File: config.mk
export PLATFORM = sky130hd
export DESIGN_NAME = wb_boot_loader
export DESIGN_NICKNAME = d
export VERILOG_FILES = /design/src/rtl/wb_boot_loader.sv
export SDC_FILE = /design/constraint.sdc
export NUM_CORES = 1
export LEC_CHECK = 0
export CAP_MARGIN = 20
export CORE_MARGIN = 2
export CORE_UTILIZATION = 45
export DETAILED_ROUTE_END_ITERATION = 10
export PLACE_DENSITY = 0.78
export SYNTH_ARGS = -nofsm -noshare
export SYNTH_HDL_FRONTEND = slang
export SYNTH_SLANG_ARGS = --single-unit
File: constraint.sdc
create_clock -name wb_clk_i -period 8 [get_ports wb_clk_i]
set_clock_uncertainty 0.1 [all_clocks]
set_input_delay 1.6 -clock wb_clk_i [delete_from_list [all_inputs] [get_ports wb_clk_i]]
set_output_delay 1.6 -clock wb_clk_i [all_outputs]
set_load 0.005 [all_outputs]
File: src/rtl/wb_boot_loader.sv
// wb_boot_loader
//   Boot-time image loader. After reset it holds the CPU in reset for
//   RST_HOLD cycles. It then copies min(num_words_i, MAX_WORDS) words from a
//   combinational-read source memory into target memory. The copy uses
//   classic Wishbone B3 single writes, one word per bus cycle. The CPU reset
//   is released only when the copy completes. An error or a response timeout
//   leaves the CPU held and raises error_o.
//
//   Optional feature (macro WB_BOOT_LOADER_VERIFY_EN): each written word is
//   read back from the same address and compared before the loader moves on.
//
// Ports
//   wb_clk_i, wb_rst_i   clock, asynchronous active-high reset
//   num_words_i          image length in words (sampled when HOLD ends)
//   src_addr_o           source word index (registered)
//   src_data_i           source word at src_addr_o (same-cycle read)
//   wbm_*                Wishbone B3 classic master port
//   cpu_rst_o            CPU reset, active high
//   done_o / error_o     terminal status flags
//   words_loaded_o       number of words successfully committed
module wb_boot_loader #(
  parameter int unsigned     DW          = 32,
  parameter int unsigned     AW          = 32,
  parameter logic [AW-1:0]   BASE_ADDR   = '0,
  parameter int unsigned     MAX_WORDS   = 1024,
  parameter int unsigned     RST_HOLD    = 16,
  parameter int unsigned     ACK_TIMEOUT = 255
) (
  input  logic                           wb_clk_i,
  input  logic                           wb_rst_i,
  input  logic [$clog2(MAX_WORDS+1)-1:0] num_words_i,
  output logic [$clog2(MAX_WORDS)-1:0]   src_addr_o,
  input  logic [DW-1:0]                  src_data_i,
  output logic [AW-1:0]                  wbm_adr_o,
  output logic [DW-1:0]                  wbm_dat_o,
  output logic [DW/8-1:0]                wbm_sel_o,
  output logic                           wbm_we_o,
  output logic                           wbm_cyc_o,
  output logic                           wbm_stb_o,
  output logic [2:0]                     wbm_cti_o,
  output logic [1:0]                     wbm_bte_o,
  input  logic [DW-1:0]                  wbm_dat_i,
  input  logic                           wbm_ack_i,
  input  logic                           wbm_err_i,
  output logic                           cpu_rst_o,
  output logic                           done_o,
  output logic                           error_o,
  output logic [$clog2(MAX_WORDS+1)-1:0] words_loaded_o
);

  localparam int unsigned NW = $clog2(MAX_WORDS + 1);
  localparam int unsigned IW = $clog2(MAX_WORDS);
  localparam int unsigned HW = (RST_HOLD > 1) ? $clog2(RST_HOLD + 1) : 1;
  localparam int unsigned TW = (ACK_TIMEOUT > 1) ? $clog2(ACK_TIMEOUT) : 1;

  localparam logic [HW-1:0] HOLD_LAST = HW'(RST_HOLD - 1);
  localparam logic [TW-1:0] TMO_LAST  = TW'((ACK_TIMEOUT > 0) ? ACK_TIMEOUT - 1 : 0);
  localparam bit            TMO_EN    = (ACK_TIMEOUT != 0);
  localparam logic [NW-1:0] MAX_N     = NW'(MAX_WORDS);

  typedef enum logic [2:0] {
    S_HOLD,
    S_FETCH,
    S_WRITE,
`ifdef WB_BOOT_LOADER_VERIFY_EN
    S_VSETUP,
    S_VERIFY,
`endif
    S_DONE,
    S_ERROR
  } state_t;

  state_t        state;
  logic [HW-1:0] hold_cnt;
  logic [TW-1:0] tmo_cnt;
  logic [NW-1:0] n_words;

  // Fixed bus attributes: full-word classic cycles only.
  assign wbm_sel_o = '1;
  assign wbm_cti_o = 3'b000;
  assign wbm_bte_o = 2'b00;

  logic [NW-1:0] n_clamped;
  logic          last_word;
  logic          timed_out;
  logic          resp_fail;

  assign n_clamped = (num_words_i > MAX_N) ? MAX_N : num_words_i;
  // The word in flight is the last one when it is the n-th to be committed.
  assign last_word = (words_loaded_o == n_words - NW'(1));
  // An ack in the final timeout cycle still counts as a response.
  assign timed_out = TMO_EN && (tmo_cnt == TMO_LAST) && !wbm_ack_i;
  // err takes precedence over ack when both arrive together.
  assign resp_fail = wbm_err_i || timed_out;

`ifndef WB_BOOT_LOADER_VERIFY_EN
  // Read data only matters when read-back verification is built in.
  logic unused_rdata;
  assign unused_rdata = ^wbm_dat_i;
`endif

  // NOTE: all state below is updated with non-blocking assignments, so every
  // branch reads the pre-edge values of the registers it tests.
  always_ff @(posedge wb_clk_i or posedge wb_rst_i) begin
    if (wb_rst_i) begin
      state          <= S_HOLD;
      hold_cnt       <= '0;
      tmo_cnt        <= '0;
      n_words        <= '0;
      src_addr_o     <= '0;
      words_loaded_o <= '0;
      wbm_adr_o      <= BASE_ADDR;
      wbm_dat_o      <= '0;
      wbm_we_o       <= 1'b0;
      wbm_cyc_o      <= 1'b0;
      wbm_stb_o      <= 1'b0;
      cpu_rst_o      <= 1'b1;
      done_o         <= 1'b0;
      error_o        <= 1'b0;
    end else begin
      case (state)
        S_HOLD: begin
          if (hold_cnt == HOLD_LAST) begin
            n_words <= n_clamped;
            if (n_clamped == '0) begin
              state     <= S_DONE;
              done_o    <= 1'b1;
              cpu_rst_o <= 1'b0;
            end else begin
              state <= S_FETCH;
            end
          end else begin
            hold_cnt <= hold_cnt + HW'(1);
          end
        end

        // src_addr_o has been stable for a full cycle, so src_data_i is valid.
        S_FETCH: begin
          wbm_dat_o <= src_data_i;
          wbm_adr_o <= BASE_ADDR + AW'(src_addr_o) * AW'(DW / 8);
          wbm_we_o  <= 1'b1;
          wbm_cyc_o <= 1'b1;
          wbm_stb_o <= 1'b1;
          tmo_cnt   <= '0;
          state     <= S_WRITE;
        end

        S_WRITE: begin
          if (resp_fail) begin
            wbm_cyc_o <= 1'b0;
            wbm_stb_o <= 1'b0;
            wbm_we_o  <= 1'b0;
            error_o   <= 1'b1;
            state     <= S_ERROR;
          end else if (wbm_ack_i) begin
            wbm_cyc_o <= 1'b0;
            wbm_stb_o <= 1'b0;
            wbm_we_o  <= 1'b0;
`ifdef WB_BOOT_LOADER_VERIFY_EN
            state     <= S_VSETUP;
`else
            words_loaded_o <= words_loaded_o + NW'(1);
            if (last_word) begin
              state     <= S_DONE;
              done_o    <= 1'b1;
              cpu_rst_o <= 1'b0;
            end else begin
              src_addr_o <= src_addr_o + IW'(1);
              state      <= S_FETCH;
            end
`endif
          end else begin
            tmo_cnt <= tmo_cnt + TW'(1);
          end
        end

`ifdef WB_BOOT_LOADER_VERIFY_EN
        // One idle bus cycle separates the write from its read-back.
        S_VSETUP: begin
          wbm_cyc_o <= 1'b1;
          wbm_stb_o <= 1'b1;
          tmo_cnt   <= '0;
          state     <= S_VERIFY;
        end

        S_VERIFY: begin
          if (resp_fail || (wbm_ack_i && (wbm_dat_i != wbm_dat_o))) begin
            wbm_cyc_o <= 1'b0;
            wbm_stb_o <= 1'b0;
            error_o   <= 1'b1;
            state     <= S_ERROR;
          end else if (wbm_ack_i) begin
            wbm_cyc_o      <= 1'b0;
            wbm_stb_o      <= 1'b0;
            words_loaded_o <= words_loaded_o + NW'(1);
            if (last_word) begin
              state     <= S_DONE;
              done_o    <= 1'b1;
              cpu_rst_o <= 1'b0;
            end else begin
              src_addr_o <= src_addr_o + IW'(1);
              state      <= S_FETCH;
            end
          end else begin
            tmo_cnt <= tmo_cnt + TW'(1);
          end
        end
`endif

        // DONE and ERROR are terminal; only wb_rst_i leaves them.
        default: ;
      endcase
    end
  end

endmodule
==> metrics.md, run 1 <==
| Metric | Value |
|---|---|
| Status | finished clean |
| Clock buffer count from CTS | 9 |
| Post-CTS setup repair buffer count | 0 |
| Initial Util | 45.63% |
| Combinational Power Share | 5.6% |
| Post-CTS sizing | 0 |
| CTS Hold Buffers Added | 0 |
| CP max stage delay | 0.55 ns |
| Reg2reg end | src_addr_o[1] |
| Maximum vdd ir drop | 0.09211 mV |
| Clock Power Share | 39.7% |
| WP data required | 8.19 ns |
| Post-synth EDFFs | 0 |
| Worst flop-to-flop path startpoint | n_words[0] |
| Post-Synthesis Mean Instance Area | 11.42 um2 |
| Clk buf depth | 2 |
| Commonest non-fill, non-tap cell in the layout | clkdlybuf4s50_1 |
| TNS Setup | 0 ns |
| Mapped cell area | 4626 um2 |
| Top-area cell type share of the netlist area | 50.31% |
| Ratio of cells with drive above 1 in the final layout | 15.64% |
| Slew HR | 35.05% |
| Total wire length | 9160 um |
| Remaining DRCs | 0 |
| Max Slew Vio Count | 0 |
| Initial antenna violation count | 0 |
| Synth warn | 0 |
| Pin count of the biggest net entering global routing | 86 |
| CTS tree | done |
| Final hold viol count | 0 |
| Leading area contributor after synthesis | dfrtp_1 |
| CP startpoint kind | primary input |
| Worst path slowest cell | clkdlybuf4s50_1 |
| Area delta synth->final | 29.70% |
| Final WS setup | 4.681 ns |
| ANT nets after route | 0 |
| Iteration-0 DRC Markers | 52 |
| Post-layout min period | 3.319 ns |
| Final Net Count | 599 |
| Vias/cell | 4.888 |
| Lkg Pwr | 2.784 nW |
| Post-synthesis async set-or-reset flop share | 100.0% |
| Netlist cell types | 51 |
| First-pass GRT wire length | 15,220 um |
| GRT Util Overall | 17.13% |
| GP Congestion | 0.7830 |
| Dpl ws | 4.277 ns |
| Die Ht | 105.4 um |
| RSZ-0062 raised after global routing | no |
| IO Port Bufs | 115 |
| Reg-to-reg slack, setup | 5.33 ns |
| Post-DP HPWL | 6603 um |
| Crit path capture type | register |
| Max FO, Critical Path | 10 |
| Hold EP | done_o |
| Ys flop type | dfrtp_1 |
| Worst hold stages | 1 |
| Slew @ Worst Pin | 0.9654 ns |
| Synth area leaders | dfrtp_1 50%, mux2_2 11%, buf_4 5.4% |
| Max Clock Freq | 301.3 MHz |
| Pint | 659.9 uW |
| # setup viols final | 0 |
| Commonest non-fill, non-tap cells in the layout | 115 x clkdlybuf4s50_1, 93 x dfrtp_1, 45 x mux2_2 |
| Min-delay src | done_o |
| Clk_lat worst skew | 0.36 ns |
| Switching part of the total power | 24.66% |
| Crit share post-route | 41.49% |
| Reg area | 2354 um2 |
| Hold Crit Class | reg -> reg |
| Vias in the first global route | 3,218 |
| Die area | 11,110 um2 |
| Filler cell count | 837 |
| Crit path cell chain | clkdlybuf4s50_1, nand2b_1, nor2_2, nand2_1, or3_1, nor2_1, xor2_1 |
| Synth Instances | 405 |
| Top Ports | 179 |
| Routed wire length per instance | 14.01 um |
| CTS sink count | 94 |
| Rows | 37 |
| Max-cap violation count | 0 |
| Power Density | 146.0 nW/um2 |
| Diodes inserted | 0 |
| Total grt overflow | 0 |
| Sequential area share after synthesis | 50.88% |
| Area of the multi-input gates | 2016 um2 |
| Routed via count | 3,197 |
| P_sw | 216.0 uW |
| Root buffer cell | clkbuf_8 |
| FF-to-FF path depth | 9 |
| Critical setup path kind | in -> reg |
| Critical path arrival | 3.51 ns |
| Clock transition at the registers of the reported paths | 0.11 ns |
| DRT Pass-1 Iters | 4 |
| Sequential power share | 54.8% |
| Power Total | 875.9 uW |
| Die Width | 105.4 um |
| H-Tree Level Count | 3 |
| #FFs+latches synth | 94 |
| Core Area | 10,140 um2 |
[through the flow]
| step | hold WS (ns) | cell area (um2) | util, % | cells |
|---|---|---|---|---|
| final | 0.3946 | 6000 | 59.18 | 654 |
| after global placement | 0.3527 | 5733 | 56.55 | 636 |
| after floorplan | 0.3381 | 4735 | - | 434 |
| after global routing | 0.4103 | 6000 | 59.18 | 654 |
| after detailed placement | 0.3743 | 5733 | 56.55 | 636 |
| after CTS | 0.3977 | 5952 | 58.71 | 652 |
[flip-flops by register name, summed over array words and instances (netlist names)]
register / cells
words_loaded_o: 11
hold_cnt: 5
state: 3
n_words: 11
cpu_rst_o: 1
src_addr_o: 10
error_o: 1
tmo_cnt: 8
wbm_stb_o: 1
wbm_adr_o: 10
done_o: 1
wbm_dat_o: 32
[layout make-up]
type                            count  share of cell area (%)
Tap cell                          136                   2.836
Inverter                            9                  0.5839
Multi-Input combinational cell    281                   33.60
Timing Repair Buffer              118                   20.10
Clock inverter                      7                   1.585
Sequential cell                    94                   39.23
Clock buffer                        9                   2.065
[worst max-delay path, delay by kind of cell]
kind,cells,cell delay (ns)
AND/OR/NAND/NOR,5,1.20
buffers and inverters,1,0.55
XOR/XNOR,1,0.16
[power groups by stage]
stage | Combinational, mW | Clock, mW | Sequential, mW
global route | 0.0545 | 0.373 | 0.480
finish | 0.0490 | 0.347 | 0.480
global placement | 0.0467 | 0 | 0.489
detailed placement | 0.0478 | 0 | 0.489
CTS | 0.0481 | 0.354 | 0.480
floorplan | 0.0277 | 0 | 0.489
[cells by family after synthesis]
family / after synthesis / synth area share (%)
AND/OR/NAND/NOR: 121 / 14.66
flip-flops: 94 / 50.88
buffers and inverters: 59 / 7.925
multiplexers: 48 / 11.71
XOR/XNOR: 43 / 8.142
AO/OA/AOI/OAI: 31 / 4.626
adder cells (fa/ha/maj): 7 / 1.893
other: 2 / 0.1624
[worst max-delay path by stage]
stage,startpoint,end,slack (ns),cells after the start
after floorplan,wb_rst_i,done_o,3.85,1
after global placement,wbm_ack_i,words_loaded_o[8],4.33,7
after detailed placement,wbm_ack_i,words_loaded_o[10],4.28,7
after CTS,wbm_ack_i,words_loaded_o[10],4.67,7
after global routing,wbm_ack_i,words_loaded_o[10],4.57,7
final,wbm_ack_i,words_loaded_o[10],4.68,7
[routing by layer]
metal  GRT usage, %  share of wire (%)  up-vias
met1          20.90                 42     1549
met5              0                  0        -
met4          6.476                1.2        0
li1               -                  -     1534
met2          27.33                 47      106
met3          6.803                9.2        8
[cell usage after synthesis, drive strengths merged (9+ instances only)]
master / instances
buf: 43
dfrtp: 93
inv: 9
mux2: 46
nand2: 28
nand2b: 16
nand3: 11
nand4: 11
nor2: 25
o21ai: 11
xnor2: 23
xor2: 20
(Power assumes the default switching activity.)
==> run 2: changes to the inputs <==
--- a/config.mk
+++ b/config.mk
@@ -7,9 +7,9 @@
 export LEC_CHECK = 0
 export CAP_MARGIN = 20
 export CORE_MARGIN = 2
-export CORE_UTILIZATION = 45
+export CORE_UTILIZATION = 44
 export DETAILED_ROUTE_END_ITERATION = 10
-export PLACE_DENSITY = 0.78
+export PLACE_DENSITY = 0.76
 export SYNTH_ARGS = -nofsm -noshare
 export SYNTH_HDL_FRONTEND = slang
 export SYNTH_SLANG_ARGS = --single-unit
==> constraint.sdc (replaced) <==
create_clock -name wb_clk_i -period 3.16 [get_ports wb_clk_i]
set_clock_uncertainty 0.1 [all_clocks]
set_input_delay 0.632 -clock wb_clk_i [delete_from_list [all_inputs] [get_ports wb_clk_i]]
set_output_delay 0.632 -clock wb_clk_i [all_outputs]
set_load 0.005 [all_outputs]
==> metrics.md, run 2 (synthesized netlist as in run 1, its figures left out) <==
| Metric | Value |
|---|---|
| Status | finished clean |
| Pin count of the biggest net entering global routing | 55 |
| Routed wire length per instance | 14.40 um |
| Post-CTS setup repair buffer count | 0 |
| Reg area | 2354 um2 |
| Max-cap violation count | 0 |
| Rows | 37 |
| Slew HR | 63.74% |
| Total wire length | 9445 um |
| # setup viols final | 0 |
| Vias/cell | 4.933 |
| First-pass GRT wire length | 15,790 um |
| Total grt overflow | 0 |
| CP startpoint kind | register |
| Top flop regs | wbm_dat_o: 32 flops, n_words: 11 flops, words_loaded_o: 11 flops |
| Lkg Pwr | 2.781 nW |
| Power Density | 367.7 nW/um2 |
| Largest Register | wbm_dat_o |
| Post-DP Area | 5791 um2 |
| Initial Util | 45.01% |
| Clock Power Share | 39.4% |
| Vias in the first global route | 3,407 |
| Max Clock Freq | 367.0 MHz |
| Max Slew Vio Count | 0 |
| Commonest non-fill, non-tap cell in the layout | clkdlybuf4s50_1 |
| Ratio of cells with drive above 1 in the final layout | 15.58% |
| Clock transition at the registers of the reported paths | 0.09 ns |
| Core Area | 10,280 um2 |
| Critical path arrival | 2.88 ns |
| Hold Slack | 0.3719 ns |
| Clock buffer count from CTS | 9 |
| Final WS setup | 0.4351 ns |
| CTS sink count | 94 |
| Filler cell count | 858 |
| Initial antenna violation count | 0 |
| TNS Setup | 0 ns |
| Crit share post-route | 86.23% |
| Die Width | 106.5 um |
| Die area | 11,350 um2 |
| Root buffer cell | clkbuf_8 |
| CTS tree | done |
| Dpl ws | 0.4489 ns |
| CTS Hold Buffers Added | 0 |
| Iteration-0 DRC Markers | 83 |
| WP data required | 3.31 ns |
| DRT Pass-1 Iters | 5 |
| ANT nets after route | 0 |
| Diodes inserted | 0 |
| Pint | 1.725 mW |
| Final hold viol count | 0 |
| Max reg flops | 32 |
| Post-layout min period | 2.725 ns |
| Routed via count | 3,236 |
| Slew @ Worst Pin | 0.5389 ns |
| Crit path capture type | register |
| Top Ports | 179 |
| GP Congestion | 0.8140 |
| Cell area after layout | 6003 um2 |
| Post-DP HPWL | 6855 um |
| Die Ht | 106.5 um |
| Critical setup path kind | reg -> reg |
| GRT Util Overall | 17.58% |
| Sequential power share | 55.0% |
| Final Net Count | 601 |
| Max FO, Critical Path | 11 |
| Area of the multi-input gates | 2016 um2 |
| Area delta synth->final | 29.78% |
| P_sw | 482.6 uW |
| RSZ-0062 raised after global routing | no |
| Clk_lat worst skew | 0.36 ns |
| Clk buf depth | 2 |
| Hold Crit Class | reg -> reg |
| Combinational Power Share | 5.6% |
| IO Port Bufs | 115 |
| Post-CTS sizing | 0 |
| Remaining DRCs | 0 |
| Commonest non-fill, non-tap cells in the layout | 115 x clkdlybuf4s50_1, 93 x dfrtp_1, 45 x mux2_2 |
| H-Tree Level Count | 3 |
| Switching part of the total power | 21.86% |
| Maximum vdd ir drop | 0.2747 mV |
## run 2: stage by stage
step | std cells | total power, mW | util [%]
after CTS | 656 | 2.235 | 58.41
after global placement | 640 | 1.360 | 56.34
after detailed placement | 640 | 1.363 | 56.34
after global routing | 656 | 2.299 | 58.41
final | 656 | 2.207 | 58.41
after floorplan | 434 | 1.307 | -
## run 2: area by class of cell
| cell class | count | share of cell area [%] |
|---|---|---|
| flip-flops and latches | 94 | 39.20 |
| inverters | 9 | 0.6253 |
| clock inverters | 5 | 1.355 |
| multi-input cells | 281 | 33.58 |
| repair buffers | 120 | 20.22 |
| well taps | 136 | 2.835 |
| clock buffers | 11 | 2.188 |
## run 2: power by group through the flow
| stage | sequential, mW | combinational (mW) | clock [mW] |
|---|---|---|---|
| floorplan | 1.24 | 0.0703 | 0 |
| global placement | 1.24 | 0.122 | 0 |
| detailed placement | 1.24 | 0.124 | 0 |
| CTS | 1.21 | 0.125 | 0.895 |
| global route | 1.22 | 0.139 | 0.944 |
| finish | 1.21 | 0.123 | 0.870 |
## run 2: metal layers
metal	vias up	global-route usage [%]	part of all wire, %	routed length [um]
met3	11	6.928	8.6	812
met1	1565	20.76	42	3963
met2	121	29.62	48	4532
met5	-	0	0	0
li1	1539	-	-	-
met4	0	5.288	1.4	136
## run 2: path summary, 6_finish.rpt
check | from | endpoint | slack [ns] | cells after the start
worst max-delay path | n_words[0] | src_addr_o[1] | 0.44 | 9
worst min-delay path | done_o | done_o | 0.37 | 1
worst max register to register | n_words[0] | src_addr_o[1] | 0.44 | 9
worst min register to register | done_o | done_o | 0.37 | 1
max in group asynchronous | wb_rst_i | cpu_rst_o | 1.73 | 3
min in group asynchronous | wb_rst_i | wbm_dat_o[23] | 0.55 | 2
## run 2: worst max-delay path, cell delays in order, from the launching register on
cell      delay, ns
dfrtp_1        0.43
inv_1          0.08
ha_1           0.27
nor4b_4        0.38
nand3b_1       0.14
xnor2_1        0.16
a211oi_1       0.18
o2111a_2       0.41
nor2_1         0.14
mux2_4         0.31
